**src/rtl/instr_encoder_loader.sv**
```systemverilog
// RV32I instruction encoder that streams encoded words into a single-port instruction memory.
// Optional IMM_RANGE_CHECK_EN rejects immediates that do not fit their format instead of truncating.
module instr_encoder_loader #(
  parameter int unsigned ADDR_W = 6,
  parameter int unsigned DEPTH  = 64
) (
  input  logic              i_clk,
  input  logic              i_rst_n,
  input  logic              i_clear,
  input  logic              i_valid,
  output logic              o_ready,
  input  logic [2:0]        i_type,
  input  logic [6:0]        i_opcode,
  input  logic [4:0]        i_rd,
  input  logic [4:0]        i_rs1,
  input  logic [4:0]        i_rs2,
  input  logic [2:0]        i_f3,
  input  logic [6:0]        i_f7,
  input  logic [31:0]       i_imm,
  output logic              o_imem_we,
  output logic [ADDR_W-1:0] o_imem_addr,
  output logic [31:0]       o_imem_wdata,
  output logic [ADDR_W:0]   o_count,
  output logic              o_full,
  output logic              o_err
);

  localparam logic [ADDR_W:0] DepthC = (ADDR_W + 1)'(DEPTH);

  typedef enum logic [1:0] {StIdle, StWrite, StFull} state_e;

  state_e          r_state;
  logic [31:0]     r_word;
  logic [ADDR_W:0] r_count;
  logic            r_err;

  logic [31:0]     w_word;
  logic            w_legal;
  logic            w_fits;
  logic            w_ok;
  logic [ADDR_W:0] w_count_nxt;

  always_comb begin
    w_word  = '0;
    w_legal = 1'b1;
    case (i_type)
      3'd0: w_word = {i_f7, i_rs2, i_rs1, i_f3, i_rd, i_opcode};
      3'd1: w_word = {i_imm[11:0], i_rs1, i_f3, i_rd, i_opcode};
      3'd2: w_word = {i_imm[11:5], i_rs2, i_rs1, i_f3, i_imm[4:0], i_opcode};
      3'd3: w_word = {i_imm[12], i_imm[10:5], i_rs2, i_rs1, i_f3, i_imm[4:1], i_imm[11],
                      i_opcode};
      3'd4: w_word = {i_imm[31:12], i_rd, i_opcode};
      3'd5: w_word = {i_imm[20], i_imm[10:1], i_imm[11], i_imm[19:12], i_rd, i_opcode};
      default: w_legal = 1'b0;
    endcase
  end

`ifdef IMM_RANGE_CHECK_EN
  // Sign-extension bits above the field must all equal the field's sign bit.
  always_comb begin
    w_fits = 1'b1;
    case (i_type)
      3'd1, 3'd2: w_fits = (&i_imm[31:11]) | ~(|i_imm[31:11]);
      3'd3:       w_fits = ((&i_imm[31:12]) | ~(|i_imm[31:12])) & ~i_imm[0];
      3'd4:       w_fits = ~(|i_imm[11:0]);
      3'd5:       w_fits = ((&i_imm[31:20]) | ~(|i_imm[31:20])) & ~i_imm[0];
      default:    w_fits = 1'b1;
    endcase
  end
`else
  logic w_unused_imm0;
  assign w_unused_imm0 = i_imm[0];
  assign w_fits        = 1'b1;
`endif

  assign w_ok        = w_legal & w_fits;
  assign w_count_nxt = r_count + 1'b1;

  always_ff @(posedge i_clk) begin
    if (!i_rst_n) begin
      r_state <= StIdle;
      r_word  <= '0;
      r_count <= '0;
      r_err   <= 1'b0;
    end else begin
      r_err <= 1'b0;
      if (i_clear) begin
        r_state <= StIdle;
        r_count <= '0;
      end else begin
        case (r_state)
          StIdle: begin
            if (i_valid) begin
              if (w_ok) begin
                r_word  <= w_word;
                r_state <= StWrite;
              end else begin
                r_err <= 1'b1;
              end
            end
          end
          StWrite: begin
            r_count <= w_count_nxt;
            r_state <= (w_count_nxt == DepthC) ? StFull : StIdle;
          end
          StFull:  r_state <= StFull;
          default: r_state <= StIdle;
        endcase
      end
    end
  end

  // Reset and clear are sampled at the edge, so gate the strobes here to kill the current cycle.
  assign o_ready      = (r_state == StIdle) & i_rst_n;
  assign o_imem_we    = (r_state == StWrite) & i_rst_n & ~i_clear;
  assign o_imem_addr  = r_count[ADDR_W-1:0];
  assign o_imem_wdata = r_word;
  assign o_count      = r_count;
  assign o_full       = (r_state == StFull);
  assign o_err        = r_err;

endmodule

```
**config.mk**
```make
export PLATFORM = sky130hd
export DESIGN_NAME = instr_encoder_loader
export DESIGN_NICKNAME = d
export VERILOG_FILES = /design/src/rtl/instr_encoder_loader.sv
export SDC_FILE = /design/constraint.sdc
export NUM_CORES = 1
export LEC_CHECK = 0
export BUFFER_PORTS_ARGS = -buffer_cell sky130_fd_sc_hd__buf_2
export CAP_MARGIN = 30
export CORE_MARGIN = 2
export CORE_UTILIZATION = 40
export DETAILED_ROUTE_END_ITERATION = 8
export HOLD_SLACK_MARGIN = 0.03
export PLACE_DENSITY_LB_ADDON = 0.3
export SLEW_MARGIN = 10
export SYNTH_ARGS = -nofsm -noshare
export SYNTH_HDL_FRONTEND = slang
export SYNTH_SLANG_ARGS = --single-unit
```
**constraint.sdc**
```tcl
create_clock -name i_clk -period 1.4 [get_ports i_clk]
set_input_delay 0.07 -clock i_clk [delete_from_list [all_inputs] [get_ports i_clk]]
set_output_delay 0.07 -clock i_clk [all_outputs]
set_load 0.03 [all_outputs]
```
==> qor.yml, run 1 <==
die_w_um: 76.9
avgSynthCellArea_um2: 9.00
path_clk_slew_ns: 0.08
leakage_nw: 1.64
startpoint_type: "flop"
rows: 26
ys_ff_latch: 42
grtUsageTotal: 0.190
final_antenna_net_count: 0
drv_cap: 0
cp_data_required_time_ns: 1.59
clock_path_buffers: 2
synth.yosys.seq_area_share: 0.396
layout_setup_ws_ns: -0.216
path_delay_family: "simple AND/OR/NAND/NOR gates"
antenna_found_initial: 0
dieHeight_um: 76.9
dp.cells: 418
drc_errors: 0
first_pass_iters: 4
drtIter0Drc: 64
hpwl_mm: 4.40
grt_overflow: 0
slowest_stage: "or3b_4"
routedWlPerCell_um: 14.4
fmax_mhz: 619
syn_inst: 236
preCtsSetupSlack_ns: -0.188
seqCellArea_um2: 846
slew_headroom: 0.543
setup_viol: 33
p_total_w: 0.00296
gp_congestion: 0.808
cts_root_buf: "clkbuf_8"
min_path_cells: 3
yosysWarnings: 0
path_max_fanout: 5
hold_buffers: 0
ioPinCount: 120
vias: 2243
power_density_mw_per_mm2: 922
finalHoldViolations: 0
drt_wl_total_mm: 6.28
path_cells: "or3b_4 > nor3b_4 > buf_6 > buf_12 > buf_8 > nand2_2 > o211a_1"
fin_skew_ns: 0.00471
worst_slew_pin_slew_ns: 0.683
holdWs_ns: 0.0401
io_buffers: 119
vias_per_cell: 5.14
final_util: 0.630
crit_type: "flop to flop"
syn2layout_area_growth_pct: 51.4
synth_area_mm2: 0.00212
cts_htree_levels: 2
synth-async-reset-ratio: 0
cp_num_cells: 7
grt_max_degree: 27
die-area_mm2: 0.00591
outcome: "finished with violations"
cp-end-kind: "flop"
grt_pass1_vias: 2055
ir_drop_mv: 0.669
fillers: 449
postSynthNetCount: 308
initial_utilization: 0.416
synth_edf_count: 0
synth_cell_types: 36
coreArea_mm2: 0.00511
clkSinkCount: 42
holdCritPathClass: "input port to flop"
diodes: 0
r2r_setup_slack_ns: -0.22
max_stage_delay_ns: 0.41
rsz0062_at_grt: "yes"
min_period_over_period: 1.15
path_buf_inv: 3
cts_buffers: 5
violations: "setup timing"
synth_flop_cell: "dfxtp_1"
multiInputGateArea_mm2: 0.00120
fin_cells: 436
nets: 437
reg2reg_depth: 7
grt_pass1_wl_mm: 9.15
drv_slew: 0
finalCriticalPeriod_ns: 1.62
insertion_delay_ns: 0.29
drive_gt1_frac: 0.500
cp.arrival_ns: 1.80
cts_tree: "yes"
==> synthesized netlist by cell type (all sizes together) (2+ instances only) <==
master | number | area [µm²]
nor3b | 2 | 26.3
a22o | 4 | 35.0
nand2 | 18 | 67.6
o211a | 13 | 130
inv | 2 | 7.51
a21oi | 21 | 105
nor2 | 10 | 37.5
clkbuf | 12 | 46.3
o22a | 6 | 52.6
nor2b | 21 | 131
dfxtp | 42 | 841
or3 | 2 | 12.5
a31oi | 2 | 12.5
mux2i | 13 | 130
nand2b | 2 | 12.5
a22oi | 21 | 158
o21ai | 13 | 65.1
xor2 | 2 | 17.5
buf | 14 | 105
nand3 | 2 | 10.0
xnor2 | 4 | 35.0
nor3 | 2 | 10.0
==> registers in the layout, indices dropped and copies added, names as in the netlist <==
signal / cells
r_state: 2
o_err: 1
o_imem_wdata: 32
o_count: 7
==> placed cells by master (no fill, tap or decap), drive strengths merged, types with 2 or more instances in the layout <==
master / n
buf: 144
dfxtp: 42
nor2b: 21
a22oi: 21
a21oi: 21
nand2: 18
mux2i: 13
o211a: 13
o21ai: 13
nor2: 10
clkbuf: 10
o22a: 6
a22o: 4
xnor2: 4
xor2: 2
inv: 2
nand3: 2
or3: 2
a31oi: 2
nor3: 2
nand2b: 2
nor3b: 2
==> metal layers <==
metal | global-route usage | part of all wire | vias to the layer above
met2 | 0.317 | 0.48 | 86
met3 | 0.0529 | 0.063 | 4
met5 | 0 | 0 | -
li1 | - | - | 1106
met1 | 0.238 | 0.45 | 1047
met4 | 0.0582 | 0.0091 | 0
==> worst register-to-register path, stage by stage, from the launching register on <==
cell	delay, ns
dfxtp_2	0.33
or3b_4	0.41
nor3b_4	0.20
buf_6	0.16
buf_12	0.13
buf_8	0.12
nand2_2	0.05
o211a_1	0.13
==> kinds of logic after synthesis <==
kind of cell	synth area share
AOI/OAI and AO/OA	0.274
xor gates and xnor gates	0.0247
adders and majority gates	0.00589
buffers and inverters	0.0748
DFF	0.396
muxes	0.0665
and+or+nand+nor	0.158
==> timing repair <==
action,in CTS,in global routing
gates cloned,0,5
pin swaps,0,2
buffers inserted,0,5
endpoints found under the setup margin,33,34
gates resized for setup,13,34
==> where the power goes <==
group          switching (W)  internal (W)
combinational       0.000386      0.000332
sequential         0.0000349       0.00125
clock               0.000426      0.000533
==> final cells by class <==
| class | count | share of cell area |
|---|---|---|
| repair buffers | 148 | 0.299 |
| multi-input cells | 166 | 0.375 |
| well taps | 70 | 0.0272 |
| clock inverters | 2 | 0.0117 |
| inverters | 2 | 0.00233 |
| flip-flops and latches | 42 | 0.263 |
| clock buffers | 6 | 0.0226 |
==> metrics by stage <==
step | area, µm² | setup TNS, ns
2_1_floorplan | 2130 | -2.43
3_3_place_gp | 2840 | -3.29
3_5_place_dp | 2840 | -4.06
4_1_cts | 2960 | -4.61
5_1_grt | 3220 | -7.74
6_report | 3220 | -6.02
==> worst paths after layout <==
kind	from	endpoint
worst min-delay path	i_opcode[6]	o_imem_wdata[6]
worst max-delay path	r_state[1]	o_imem_wdata[12]
worst min register to register	o_imem_wdata[16]	o_imem_wdata[16]
worst max register to register	r_state[1]	o_imem_wdata[12]
No activity file was read; power rests on OpenSTA's default activity.
==> run 2: changes to the inputs <==
--- a/config.mk
+++ b/config.mk
@@ -5,10 +5,12 @@
 export SDC_FILE = /design/constraint.sdc
 export NUM_CORES = 1
 export LEC_CHECK = 0
+export ABC_AREA = 1
 export BUFFER_PORTS_ARGS = -buffer_cell sky130_fd_sc_hd__buf_2
 export CAP_MARGIN = 30
+export CORE_ASPECT_RATIO = 1.25
 export CORE_MARGIN = 2
-export CORE_UTILIZATION = 40
+export CORE_UTILIZATION = 39
 export DETAILED_ROUTE_END_ITERATION = 8
 export HOLD_SLACK_MARGIN = 0.03
 export PLACE_DENSITY_LB_ADDON = 0.3
==> run 2 against run 1 <==
  * Global-route usage is 3.8 points higher
  * Utilization is 4.2 points lower
  * The run now ends clean
  * Register-to-register slack better by 0.34 ns
  * Cell count is 11% higher
  * Setup slack better by 0.31 ns
  * Clock-buffer cell count is 1 higher
  * Die area is 1.9% lower
  * Worst hold slack worse by 0.00096 ns
  * Routed wire length is 2.2% lower
  * Combinational power is 16% lower
  * Clock skew is 0.0013 ns higher
  * Non-clock buffer count is 1 higher
==> qor.yml, run 2 <==
outcome: "finished, final reports clean"
grtUsageTotal: 0.228
clkSinkCount: 42
insertion_delay_ns: 0.29
grt_pass1_wl_mm: 10.4
final_antenna_net_count: 0
cp_data_required_time_ns: 1.33
grt_max_degree: 27
yosysWarnings: 0
slowest_stage: "dfxtp_1"
preCtsSetupSlack_ns: 0.0902
rows: 29
synth_top_area_cell: "dfxtp_1"
ioPinCount: 120
synth.yosys.seq_area_share: 0.414
synth_cell_types: 24
dp.cells: 462
max_stage_delay_ns: 0.35
fillers: 497
clock_path_buffers: 2
layout_common_cells: "buf_2, nand2_1, dfxtp_1"
io_buffers: 119
drv_cap: 0
fin_skew_ns: 0.00598
syn_inst: 286
drc_errors: 0
synth_top_cells_by_count: "nand2_1, dfxtp_1, a21oi_1, nor2_1, o21ai_0"
yosysTopAreaCellShare: 0.414
synth_edf_count: 0
path_clk_slew_ns: 0.08
grt_pass1_vias: 2445
cts_root_buf: "clkbuf_8"
cp-end-kind: "primary output"
postSynthNetCount: 358
p_total_w: 0.00270
dieHeight_um: 84.7
layout_setup_ws_ns: 0.0927
multiInputGateArea_um2: 992
crit_type: "flop to primary output"
final_util: 0.588
hpwl_mm: 4.55
busiest_layer: "met2"
path_max_fanout: 9
die_w_um: 68.5
drt_wl_total_mm: 6.14
startpoint_type: "flop"
cp.arrival_ns: 1.24
holdCritPathClass: "input port to flop"
fmax_mhz: 765
diodes: 0
ys_ff_latch: 42
routedWlPerCell_um: 12.6
first_pass_iters: 4
finalHoldViolations: 0
finalCriticalPeriod_ns: 1.31
nets: 495
leakage_nw: 1.48
gp_congestion: 0.819
initial_utilization: 0.402
setup_viol: 0
fin_cells: 486
synth_flop_cell: "dfxtp_1"
synth_most_common_cell: "nand2_1"
met1_usage: 0.257
cts_tree: "yes"
drtIter0Drc: 116
cts_buffers: 5
coreArea_mm2: 0.00504
grt_use_met3: 0.0496
synth-async-reset-ratio: 0
rsz0062_at_grt: "yes"
global_route.usage.met2: 0.406
ir_drop_mv: 0.482
grt_overflow: 0
seqCellArea_um2: 847
largest_reg_flops: 32
final_common_cell: "buf_2"
synth_area_mm2: 0.00203
power_density_mw_per_mm2: 910
vias: 2456
drive_gt1_frac: 0.363
cts_htree_levels: 2
die-area_mm2: 0.00580
vias_per_cell: 5.05
synth_area_leaders: "dfxtp_1, nand2_1, a21oi_1, o21ai_0, nor2_1"
slew_headroom: 0.770
holdWs_ns: 0.0392
drv_slew: 0
syn2layout_area_growth_pct: 46.1
min_period_over_period: 0.934
worst_slew_pin_slew_ns: 0.344
path_cells: "inv_1 > nor2_2 > inv_2 > nor2_1 > buf_4"
antenna_found_initial: 0
avgSynthCellArea_um2: 7.10
run 2: layer usage:
metal / vias to the layer above / share of wire
li1: 1237 / -
met1: 1099 / 0.39
met2: 107 / 0.51
met3: 13 / 0.070
met4: 0 / 0.023
met5: - / 0
run 2: cells by family after synthesis:
logic type	after synthesis	synth area share
AO/OA/AOI/OAI	84	0.225
AND/OR/NAND/NOR	120	0.252
adder cells (fa/ha/maj)	1	0.00616
buffers and inverters	39	0.102
flip-flops	42	0.414
run 2: final cells by class:
cell class,instances,share of cell area
multi-input cells,205,0.335
clock buffers,7,0.0291
clock inverters,1,0.00169
inverters,20,0.0262
flip-flops and latches,42,0.286
well taps,62,0.0262
repair buffers,149,0.297
run 2: timing repair:
item,in CTS,in global routing
setup buffers,0,0
setup endpoints to repair,1,21
resized for setup,2,10
hold endpoints to repair,15,0
hold buffers,16,0
run 2: power by group:
| group | internal [W] | switching [W] |
|---|---|---|
| registers | 0.00126 | 0.0000326 |
| clock network | 0.000398 | 0.000406 |
| logic | 0.000236 | 0.000370 |
| total | 0.00189 | 0.000809 |
run 2: path summary, 6_finish.rpt:
check / start / to / slack [ns] / depth (start not counted)
hold / removal: i_imm[23] / o_imem_wdata[23] / 0.04 / 3
setup reg to reg: r_state[1] / o_imem_wdata[25] / 0.12 / 7
setup / recovery: r_state[0] / o_imem_we / 0.09 / 5
hold reg to reg: o_imem_wdata[20] / o_imem_wdata[20] / 0.47 / 2
run 2: worst max-delay path: cells and delay by family (launching register included):
kind          cells  cell delay (ns)
flops             1             0.35
buf+inv           3             0.34
simple gates      2             0.25
run 2: stage by stage:
step | TNS [ns] | instance area (µm²)
2_1_floorplan | 0 | 2030
3_3_place_gp | 0 | 2690
3_5_place_dp | 0 | 2690
4_1_cts | 0 | 2940
5_1_grt | -0.115 | 2970
6_report | 0 | 2970
==> run 3: changes to the inputs <==
--- a/config.mk
+++ b/config.mk
@@ -8,7 +8,6 @@
 export ABC_AREA = 1
 export BUFFER_PORTS_ARGS = -buffer_cell sky130_fd_sc_hd__buf_2
 export CAP_MARGIN = 30
-export CORE_ASPECT_RATIO = 1.25
 export CORE_MARGIN = 2
 export CORE_UTILIZATION = 39
 export DETAILED_ROUTE_END_ITERATION = 8
==> run 3 against run 2 <==
  * Largest power group unchanged
  * Critical path type is now flop to flop
  * Cell count is 1.2% higher
  * Highest routed layer unchanged
  * Sequential share of layout area rose by 0.16 points
  * Setup slack improved by 0.0083 ns
==> qor.yml, run 3 (synthesis results as in run 2) <==
nets: 493
ir_drop_mv: 0.637
path_max_fanout: 17
placed_cell_area_mm2: 0.00269
routedWlPerCell_um: 12.2
multiInputGateArea_um2: 998
r2r_start: "r_state[1]"
dieHeight_um: 76.1
finalCriticalPeriod_ns: 1.30
startpoint_type: "flop"
grtUsageTotal: 0.210
gp_congestion: 0.949
first_pass_iters: 4
cp.arrival_ns: 1.48
syn2layout_area_growth_pct: 45.3
post_cts_buffers: 0
clkSinkCount: 42
cts_buffers: 5
die-area_mm2: 0.00580
cts_root_buf: "clkbuf_8"
final_antenna_net_count: 0
vias: 2380
fillers: 498
antenna_found_initial: 0
clock_path_buffers: 2
leakage_nw: 1.47
whs_endpoint: "o_imem_wdata[26]"
vias_per_cell: 4.84
hold_path_startpoint: "i_f7[1]"
min_period_over_period: 0.928
reg2reg_depth: 8
grt_max_degree: 27
wl_met2_mm: 2.87
slew_headroom: 0.700
met3_length_um: 419
grt_overflow: 0
setup_tns_ns: 0
final_common_cell: "buf_2"
reg2reg_to: "o_imem_wdata[31]"
highest_layer: "met4"
fin_skew_ns: 0.00386
r2r_setup_slack_ns: 0.10
power_density_mw_per_mm2: 906
insertion_delay_ns: 0.28
grt_pass1_wl_mm: 10.1
layout_common_cells: "buf_2, nand2_1, dfxtp_1"
setup_viol: 0
min_path_cells: 3
grt_pass1_vias: 2296
fmax_mhz: 770
cp-end-kind: "flop"
initial_utilization: 0.400
fin_cells: 492
rsz0062_at_grt: "no"
rows: 26
die_w_um: 76.1
drv_slew: 0
drt_wl_total_mm: 6.00
coreArea_mm2: 0.00507
holdWs_ns: 0.0403
design_area_mm2: 0.00295
seqCellArea_um2: 847
ioPinCount: 120
dp.cells: 470
drt-met1-wl_mm: 2.63
diodes: 0
path_clk_slew_ns: 0.08
hpwl_mm: 4.33
cts_htree_levels: 2
cp_data_required_time_ns: 1.58
drtIter0Drc: 89
outcome: "finished, final reports clean"
finalHoldViolations: 0
drive_gt1_frac: 0.367
largest_reg_flops: 32
worst_slew_pin_slew_ns: 0.448
drv_cap: 0
holdCritPathClass: "input port to flop"
cts_tree: "yes"
final_util: 0.581
io_buffers: 119
drc_errors: 0
crit_type: "flop to flop"
[run 3: per-layer routing]
metal,global-route usage,vias up
met2,0.378,84
li1,-,1237
met3,0.0557,9
met5,0,-
met1,0.247,1050
met4,0.0564,0
[run 3: repair_timing]
action	4_1_cts	5_1_grt
hold buffers	14	0
pin swaps	0	1
endpoints found under the setup margin	1	15
hold endpoints to repair	14	0
resized for setup	2	10
[run 3: power breakdown]
group	internal (W)	switching, W	total [W]
clock network	0.000398	0.000391	0.000789
logic	0.000228	0.000365	0.000593
registers	0.00126	0.0000320	0.00129
[run 3: worst max path at each step]
| stage | start | to | slack [ns] | depth (start not counted) |
|---|---|---|---|---|
| floorplan | o_count[2] | r_state[1] | 0.04 | 7 |
| global placement | r_state[1] | o_imem_wdata[20] | 0.12 | 7 |
| detailed placement | r_state[1] | o_imem_wdata[20] | 0.08 | 7 |
| CTS | r_state[1] | o_imem_wdata[20] | 0.04 | 7 |
| global route | r_state[1] | o_imem_wdata[19] | 0.009 | 7 |
| finish | r_state[1] | o_imem_wdata[31] | 0.10 | 8 |
[run 3: stage by stage]
stage,setup WS (ns),total power [W]
final,0.101,0.00267
after global routing,0.00902,0.00282
after CTS,0.0386,0.00270
after detailed placement,0.0787,0.00187
after global placement,0.118,0.00187
after floorplan,0.0367,0.00165
[run 3: final cells by class]
type / instances / area share
clock buffers: 7 / 0.0293
clock inverters: 1 / 0.00170
inverters: 20 / 0.0263
multi-input cells: 205 / 0.339
flip-flops and latches: 42 / 0.287
well taps: 70 / 0.0297
repair buffers: 147 / 0.287
[run 3: critical path, cell delays in order, from the launching register on]
cell,delay (ns)
dfxtp_2,0.35
inv_1,0.09
nand3_2,0.11
nor2_4,0.17
inv_4,0.11
a21oi_1,0.13
nand2_1,0.06
o21ai_0,0.14
inv_1,0.05
